File: config.mk
export PLATFORM = sky130hd
export DESIGN_NAME = reg_wb_arbiter
export DESIGN_NICKNAME = d
export VERILOG_FILES = /design/src/rtl/reg_wb_arbiter.sv
export SDC_FILE = /design/constraint.sdc
export NUM_CORES = 1
export LEC_CHECK = 0
export BUFFER_PORTS_ARGS = -buffer_cell sky130_fd_sc_hd__buf_2
export CORE_MARGIN = 2
export CORE_UTILIZATION = 25
export CTS_CLUSTER_SIZE = 24
export DETAILED_ROUTE_END_ITERATION = 10
export GPL_TIMING_DRIVEN = 1
export PLACE_DENSITY = 0.49
export SLEW_MARGIN = 10
export SYNTH_ARGS = -nofsm -noshare
export SYNTH_HDL_FRONTEND = slang
export SYNTH_SLANG_ARGS = --single-unit
File: constraint.sdc
create_clock -name clk -period 2 [get_ports clk]
set_clock_uncertainty 0.05 [all_clocks]
set_input_delay 0.4 -clock clk [delete_from_list [all_inputs] [get_ports clk]]
set_output_delay 0.4 -clock clk [all_outputs]
set_load 0.01 [all_outputs]
File: src/rtl/reg_wb_arbiter.sv
// reg_wb_arbiter: arbitrates the register-file write port between requester A
// (ALU result) and requester B (load). Each requester has a small FIFO; one
// queued write per cycle is granted onto registered write outputs.
// Build option: define WB_ARB_RR_EN for round-robin arbitration; otherwise
// fixed priority with B winning over A.
module reg_wb_arbiter #(
  parameter int unsigned DATA_W = 16,
  parameter int unsigned ADDR_W = 3,
  parameter int unsigned DEPTH  = 2
) (
  input  logic                   clk,
  input  logic                   reset,
  input  logic                   a_valid,
  input  logic [ADDR_W-1:0]      a_addr,
  input  logic [DATA_W-1:0]      a_data,
  output logic                   a_ready,
  input  logic                   b_valid,
  input  logic [ADDR_W-1:0]      b_addr,
  input  logic [DATA_W-1:0]      b_data,
  output logic                   b_ready,
  input  logic                   stall,
  output logic                   reg_write,
  output logic [ADDR_W-1:0]      write_addr,
  output logic [DATA_W-1:0]      write_data,
  output logic [(2**ADDR_W)-1:0] busy
);

  localparam int unsigned PW   = $clog2(DEPTH);
  localparam int unsigned CW   = $clog2(DEPTH + 1);
  localparam int unsigned NREG = 2 ** ADDR_W;

  logic [ADDR_W-1:0] a_addr_q [DEPTH];
  logic [DATA_W-1:0] a_data_q [DEPTH];
  logic [ADDR_W-1:0] b_addr_q [DEPTH];
  logic [DATA_W-1:0] b_data_q [DEPTH];
  logic [PW-1:0]     a_rd, a_wr, b_rd, b_wr;
  logic [CW-1:0]     a_cnt, b_cnt;
  logic              a_push, b_push, a_ne, b_ne;
  logic              grant_a, grant_b;

  // Ready depends on occupancy only; a full FIFO never takes a push.
  assign a_ready = (a_cnt != CW'(DEPTH));
  assign b_ready = (b_cnt != CW'(DEPTH));
  assign a_push  = a_valid && a_ready;
  assign b_push  = b_valid && b_ready;
  assign a_ne    = (a_cnt != '0);
  assign b_ne    = (b_cnt != '0);

`ifdef WB_ARB_RR_EN
  logic rr_b;  // 1: B has priority at the next contention

  // Grant selection: the requester granted last yields on contention.
  always_comb begin
    grant_a = 1'b0;
    grant_b = 1'b0;
    if (!stall) begin
      grant_a = a_ne && (!b_ne || !rr_b);
      grant_b = b_ne && !grant_a;
    end
  end

  // Round-robin pointer, moved only when a grant happens.
  always_ff @(posedge clk or posedge reset) begin
    if (reset)        rr_b <= 1'b0;
    else if (grant_a) rr_b <= 1'b1;
    else if (grant_b) rr_b <= 1'b0;
  end
`else
  // Grant selection: load path always wins over the ALU path.
  always_comb begin
    grant_a = 1'b0;
    grant_b = 1'b0;
    if (!stall) begin
      grant_b = b_ne;
      grant_a = a_ne && !b_ne;
    end
  end
`endif

  // FIFO storage; flushing is done through the pointers and counts.
  always_ff @(posedge clk) begin
    if (a_push) begin
      a_addr_q[a_wr] <= a_addr;
      a_data_q[a_wr] <= a_data;
    end
    if (b_push) begin
      b_addr_q[b_wr] <= b_addr;
      b_data_q[b_wr] <= b_data;
    end
  end

  // FIFO pointers and occupancy counts; pointers wrap modulo DEPTH.
  always_ff @(posedge clk or posedge reset) begin
    if (reset) begin
      a_rd  <= '0;
      a_wr  <= '0;
      a_cnt <= '0;
      b_rd  <= '0;
      b_wr  <= '0;
      b_cnt <= '0;
    end else begin
      if (a_push)  a_wr <= a_wr + PW'(1);
      if (grant_a) a_rd <= a_rd + PW'(1);
      if (b_push)  b_wr <= b_wr + PW'(1);
      if (grant_b) b_rd <= b_rd + PW'(1);
      a_cnt <= a_cnt + CW'(a_push) - CW'(grant_a);
      b_cnt <= b_cnt + CW'(b_push) - CW'(grant_b);
    end
  end

  // Registered write port; address/data hold when nothing is granted.
  always_ff @(posedge clk or posedge reset) begin
    if (reset) begin
      reg_write  <= 1'b0;
      write_addr <= '0;
      write_data <= '0;
    end else begin
      reg_write <= grant_a || grant_b;
      if (grant_b) begin
        write_addr <= b_addr_q[b_rd];
        write_data <= b_data_q[b_rd];
      end else if (grant_a) begin
        write_addr <= a_addr_q[a_rd];
        write_data <= a_data_q[a_rd];
      end
    end
  end

  // Pending-write mask over queued entries plus the write on the output.
  always_comb begin
    logic [PW-1:0] a_idx;
    logic [PW-1:0] b_idx;
    busy = '0;
    if (reg_write) busy[write_addr] = 1'b1;
    for (int unsigned k = 0; k < DEPTH; k++) begin
      a_idx = a_rd + PW'(k);
      b_idx = b_rd + PW'(k);
      if (CW'(k) < a_cnt) busy[a_addr_q[a_idx]] = 1'b1;
      if (CW'(k) < b_cnt) busy[b_addr_q[b_idx]] = 1'b1;
    end
  end

  logic unused_nreg;
  assign unused_nreg = (NREG == 0);

endmodule

==> key figures, run 1 <==
Outcome
  – Status: finished with violations
  – Failing checks: setup timing

Floorplan
  – I/O pin count: 73
  – Die height: 139 µm
  – Area of the core: roughly 0.018 mm²
  – Die area: 0.0194 mm²
  – # rows: between 40 and 50
  – Die Wd: 139 µm
  – Initial Util: 25.4%

Pwr
  – Power density over the cells: 1550 mW/mm²
  – Internal cell power: roughly 5.7 mW
  – Combinational group share of total power: 40.6%
  – Clk network pwr share: 20.2%
  – Tot Pwr: 8.87 mW
  – P_sw: 3.17 mW
  – Reg power frac: 39.2%
  – Switching Fraction: 35.8%
  – Static leakage: 2.21 nW
  – VDD IR max: around 0.45 mV

Setup path
  – Startpoint Class: flip-flop
  – Max Fanout on Critical Path: 15
  – Critical path arrival: approximately 1.9 ns
  – CP required: between 1.5 and 2 ns
  – Worst Reg-to-Reg Cells: 7
  – Setup crit end kind: output pin
  – Critical path type: reg2out
  – Reg2reg start: b_cnt[0]$_DFF_PP0_
  – CP endpoint: busy[1]
  – Crit path from: b_rd$_DFFE_PP0P_
  – RR Endpoint: a_cnt[1]$_DFF_PP0_
  – R2r setup slk: approximately 0.13 ns

Detailed routing
  – Via/cell ratio: approximately 4.7
  – Highest metal used: met4
  – Final ANT Viol Nets: 0
  – DR iter-0 viols: 137
  – WL/cell: about 17 µm
  – Final wirelength: between 10000 and 15000 µm
  – DR vias: 3099
  – DRC: 0
  – Metal2 WL: 5850 µm
  – Met3 WL: 522 µm
  – First drt pass iteration count: 5
  – DRT met1 WL: about 4800 µm

Place
  – DP HPWL: roughly 7800 µm
  – Pre-CTS WS: -0.0430 ns
  – Port Buffer Count: between 70 and 80
  – Routability Congestion: about 0.95
  – Placed Area: 0.00532 mm²

STA
  – Slew Viols, Final: 0
  – Worst setup margin: -0.336 ns
  – Hold slack final: 0.0894 ns
  – Min Tclk post-route: ~2.3 ns
  – Relative slew slack: between 60% and 70%
  – Setup violations, final: 8
  – Fmax: about 430 MHz
  – RSZ-0062 raised after global routing: yes
  – Fin. Hold Viols: 0
  – Worst Tran Pin Value: 0.460 ns
  – Final cycle utilization of the critical path: 117%

Clock network
  – CTS tree: built
  – Root Buffer: clkbuf_16
  – Worst-Skew Late Latency: 0.34 ns
  – CTS Buffer Depth: 2
  – H-tree depth reported by CTS: 3
  – Clock slew at reported path FFs: around 0.060 ns
  – Clock sinks: 104
  – # hold bufs at CTS: 0
  – TritonCTS buffer count: 9

Synthesis
  – Adder-cell share of the synthesized area: 1.10%
  – Async SR Flop Fraction: 26.9%
  – Top cell type's share of synthesized area: 50.0%
  – FF+latch count, synth: 104
  – Primary FF master, synth: edfxtp_1
  – Synth area leader: edfxtp_1
  – Ys Warns: 0
  – Largest family of logic cells by synthesized area: compound AO/OA/AOI/OAI gates
  – Mapped Nets: a little under 400
  – XOR/XNOR Fraction of Synth Area: approximately 1.5%
  – Cell Area, Synth: around 0.0046 mm²
  – Post-synthesis sequential area ratio: between 60% and 70%
  – Cell with the most instances after synthesis: edfxtp_1
  – Largest cells by area after synthesis: edfxtp_1 (50%), dfrtp_1 (15%), mux2i_1 (3.7%)
  – Post-synthesis compound-gate area fraction: 11.5%
  – Synth Area in Simple Gates: 10.2%
  – Synth top cells by count: edfxtp_1 (76), nand2_1 (33), dfrtp_1 (28), mux2i_1 (17), a31oi_1 (15)
  – Mux cell area share after synthesis: approximately 6.7%
  – Avg Inst Size Synth: 13.5 µm²
  – Post-synth EDFFs: 76
  – Synth Instances: about 340
  – Distinct cells, synth: 46

GRT
  – Vias in the first global route: 3223
  – Largest net degree at the start of global routing: 35
  – Antenna violations before repair: 0
  – Gr ovfl total: 0
  – First-pass GRT wire length: approximately 17000 µm
  – Total GRT Usage: 11.7%

Worst hold path
  – Hold Crit Class: in2async

Finish
  – Layout cells sized above 1: 37.3%
  – Area growth from synthesis to layout: 25.7%
  – Antenna fix cells: 0
  – Fillers: 1797
  – Finished Cell Area: roughly 0.0057 mm²
  – Fin nets: 472

Job
  – MaxCap Viol Count: 0
routing by layer:
layer	GRT usage (%)	up-vias
met4	3.67	0
li1	-	1462
met3	2.59	7
met5	0	-
met2	20.3	93
met1	14.7	1537
power by group through the flow:
stage	Clock, mW	Combinational, mW	Sequential, mW
after floorplan	0	2.20	3.44
after global placement	0	3.38	3.49
after detailed placement	0	3.46	3.51
after CTS	1.84	3.58	3.46
after global routing	1.93	4.00	3.56
final	1.79	3.60	3.48
flip-flops by register name, indices dropped and copies added, names as in the netlist:
| name | flops |
|---|---|
| write_data | 16 |
| a_cnt | 2 |
| reg_write | 1 |
| a_wr | 1 |
| b_data_q | 32 |
| write_addr | 3 |
| b_addr_q | 6 |
| a_rd | 1 |
| a_data_q | 32 |
| b_wr | 1 |
| b_cnt | 2 |
| b_rd | 1 |
| a_addr_q | 6 |
worst min-delay path by stage:
stage          startpoint                          to  slack, ns  cells past startpoint
2_1_floorplan       reset          a_cnt[0]$_DFF_PP0_       0.42                      1
3_3_place_gp        reset   write_data[6]$_DFFE_PP0P_       0.46                      3
3_5_place_dp        reset  write_data[12]$_DFFE_PP0P_       0.46                      3
4_1_cts             reset  write_data[13]$_DFFE_PP0P_        0.1                      3
5_1_grt             reset  write_data[13]$_DFFE_PP0P_       0.12                      3
6_report            reset   write_data[6]$_DFFE_PP0P_       0.09                      3
stage by stage:
| step | instances | TNS [ns] | utilization [%] |
|---|---|---|---|
| final | 658 | -2.04 | 31.9 |
| after detailed placement | 639 | -0.0430 | 29.6 |
| after CTS | 658 | -2.01 | 31.7 |
| after floorplan | 338 | -0.00711 | - |
| after global routing | 658 | -2.69 | 31.9 |
| after global placement | 639 | -0.0264 | 29.6 |
cell type report:
class,instances,area [µm²],share of cell area [%]
flip-flops and latches,104,2990,52.0
multi-input cells,203,1540,26.8
repair buffers,96,578,10.1
well taps,229,287,4.99
clock buffers,10,229,3.99
clock inverters,5,72.6,1.26
inverters,11,46.3,0.807
placed cells by master, fill, tap and decap left out, drive strengths merged, types with 3 or more instances in the layout:
cell type / n
nand2b: 4
a32oi: 3
a211oi: 9
o31ai: 4
dfrtp: 28
a22oi: 6
edfxtp: 76
o211ai: 3
o221ai: 6
xnor2: 8
mux2i: 17
inv: 10
nor2b: 13
nor3: 4
nor2: 12
clkbuf: 10
buf: 96
ha: 4
clkinv: 4
o21ai: 3
nand3: 8
mux2: 12
nand2: 42
o32ai: 7
a31oi: 15
cell families (layout without fill, tap and decap cells):
kind of cell / Yosys count / count (layout)
and+or+nand+nor: 93 / 93
adders and majority gates: 4 / 4
DFF: 104 / 104
muxes: 29 / 29
xor gates and xnor gates: 8 / 8
AOI/OAI and AO/OA: 69 / 69
buffers and inverters: 31 / 122
critical path: stages (launching register included):
cell     delay [ns]
dfrtp_2        0.39
buf_4          0.20
nor3_1         0.08
a31oi_1        0.27
o32ai_1        0.16
a211o_1        0.30
buf_2          0.15
repair_timing:
action / CTS / global route
setup endpoints to repair: 8 / 9
gates resized for setup: 9 / 16
setup buffers: 4 / 0
pin swaps: 1 / 1
Power figures use the tool's default switching activity.
==> run 2: changes to the inputs <==
--- a/config.mk
+++ b/config.mk
@@ -6,12 +6,14 @@
 export NUM_CORES = 1
 export LEC_CHECK = 0
 export BUFFER_PORTS_ARGS = -buffer_cell sky130_fd_sc_hd__buf_2
+export CELL_PAD_IN_SITES_DETAIL_PLACEMENT = 1
+export CELL_PAD_IN_SITES_GLOBAL_PLACEMENT = 1
 export CORE_MARGIN = 2
 export CORE_UTILIZATION = 25
 export CTS_CLUSTER_SIZE = 24
 export DETAILED_ROUTE_END_ITERATION = 10
 export GPL_TIMING_DRIVEN = 1
-export PLACE_DENSITY = 0.49
+export PLACE_DENSITY = 0.56
 export SLEW_MARGIN = 10
 export SYNTH_ARGS = -nofsm -noshare
 export SYNTH_HDL_FRONTEND = slang
==> key figures, run 2 (synthesized netlist as in run 1, its figures left out) <==
STA
  – Slew Viols, Final: 0
  – Fmax: 431 MHz
  – Min Tclk post-route: 2.32 ns
  – Final cycle utilization of the critical path: 116%
  – Hold slack final: 0.0843 ns
  – Fin. Hold Viols: 0
  – Worst Tran Pin Value: 0.424 ns
  – Sum of negative setup slack: -2.02 ns
  – Setup violations, final: 8
  – Relative slew slack: 71.7%
  – RSZ-0062 raised after global routing: yes
  – Worst setup margin: -0.318 ns

Worst hold path
  – Hold Crit Class: in2async

Finish
  – Area growth from synthesis to layout: 29.4%
  – Layout cells sized above 1: 40.5%
  – Antenna fix cells: 0
  – Largest registers: a_data_q: 32 flops, b_data_q: 32 flops, write_data: 16 flops
  – Commonest non-fill, non-tap cell in the layout: edfxtp_1
  – Area of the multi-input gates: 0.00162 mm²
  – Fillers: 1911
  – Fin nets: 481
  – Fin util: approximately a third
  – Storage cell area: approximately 0.003 mm²
  – Commonest non-fill, non-tap cells in the layout: edfxtp_1 (76), buf_2 (72), nand2_1 (30)

Pwr
  – Combinational group share of total power: 41.4%
  – Reg power frac: 38.2%
  – Clk network pwr share: 20.4%
  – P_sw: around 3.3 mW
  – Internal cell power: 5.90 mW
  – VDD IR max: 0.497 mV
  – Static leakage: about 2.3 nW
  – Power density over the cells: 1560 mW/mm²
  – Switching Fraction: 35.9%

Clock network
  – TritonCTS buffer count: 9
  – H-tree depth reported by CTS: 3
  – # hold bufs at CTS: 0
  – CTS tree: built
  – Clock sinks: between 100 and 150
  – CTS Buffer Depth: 2
  – Clock slew at reported path FFs: 0.07 ns
  – Root Buffer: clkbuf_16
  – Worst-Skew Late Latency: 0.34 ns

GRT
  – First-pass GRT wire length: approximately 18000 µm
  – Gr ovfl total: 0
  – Antenna violations before repair: 0
  – Total GRT Usage: 12.3%
  – Vias in the first global route: 3387
  – Largest net degree at the start of global routing: 35

Job
  – MaxCap Viol Count: 0

Setup path
  – Setup crit end kind: output pin
  – Critical path type: reg2out
  – Startpoint Class: flip-flop
  – Max Fanout on Critical Path: 4
  – Critical path arrival: 1.87 ns
  – CP required: 1.55 ns

Outcome
  – Status: finished with violations
  – Failing checks: setup timing

Detailed routing
  – Via/cell ratio: 4.69
  – Final wirelength: 11600 µm
  – Final ANT Viol Nets: 0
  – DR vias: between 3000 and 4000
  – First drt pass iteration count: 4
  – DR iter-0 viols: about 120
  – WL/cell: 17.4 µm
  – DRC: 0

Place
  – DP HPWL: 8190 µm
  – Routability Congestion: roughly 0.95
  – Pre-CTS WS: -0.0772 ns
  – Port Buffer Count: just over 70

Floorplan
  – Initial Util: 25.4%
  – Die height: roughly 140 µm
  – # rows: 49
  – I/O pin count: 73
  – Die Wd: 139 µm
  – Area of the core: ~0.018 mm²
  – Die area: 0.0194 mm²
-- run 2: cell type report --
type	count	share of cell area, %
clock buffer	12	4.17
clock inverter	4	1.31
inverter	11	0.784
multi-input combinational	203	27.4
sequential	104	50.6
tap	229	4.85
timing repair buffer	105	10.9
-- run 2: worst max-delay path: stages, from the launching register on --
cell and delay [ns]:
dfrtp_2 0.44, mux2_4 0.31, nor2b_4 0.13, a222oi_1 0.29, o221ai_1 0.19, buf_2 0.17
-- run 2: timing repair --
action	CTS	global route
buffers inserted	10	2
pin swaps	5	3
resized for setup	23	19
setup endpoints to repair	8	9
endpoints found under the hold margin	0	0
-- run 2: power by group through the flow --
stage	clock [mW]	combinational (mW)	sequential [mW]
2_1_floorplan	0	2.20	3.44
4_1_cts	1.95	3.72	3.51
3_5_place_dp	0	3.43	3.55
5_1_grt	2.03	4.22	3.60
3_3_place_gp	0	3.33	3.53
6_report	1.88	3.82	3.51
-- run 2: metrics by stage --
stage / instances / total power, mW / cell area (µm²)
finish: 668 / 9.21 / 5910
global route: 668 / 9.84 / 5910
CTS: 666 / 9.18 / 5810
detailed placement: 640 / 6.98 / 5310
global placement: 640 / 6.86 / 5310
floorplan: 338 / 5.65 / 4600
-- run 2: final timing paths --
kind | endpoint | depth (start not counted) | startpoint | slack, ns
max in group asynchronous | b_rd$_DFFE_PP0P_ | 3 | reset | 1.50
setup reg to reg | a_cnt[1]$_DFF_PP0_ | 7 | b_cnt[0]$_DFF_PP0_ | 0.12
setup / recovery | busy[5] | 5 | b_rd$_DFFE_PP0P_ | -0.32
min in group clk | b_data_q[0][10]$_DFFE_PP_ | 1 | b_data[10] | 0.20
hold / removal | write_data[6]$_DFFE_PP0P_ | 3 | reset | 0.08
hold reg to reg | write_data[8]$_DFFE_PP0P_ | 2 | write_data[8]$_DFFE_PP0P_ | 0.47
-- run 2: layer usage --
layer | vias to the layer above | track usage [%] | share of wire [%]
met1 | 1575 | 14.6 | 42
met5 | - | 0 | 0
met2 | 64 | 22.1 | 54
met4 | 0 | 5.53 | 1.9
li1 | 1480 | - | -
met3 | 17 | 1.66 | 2.6
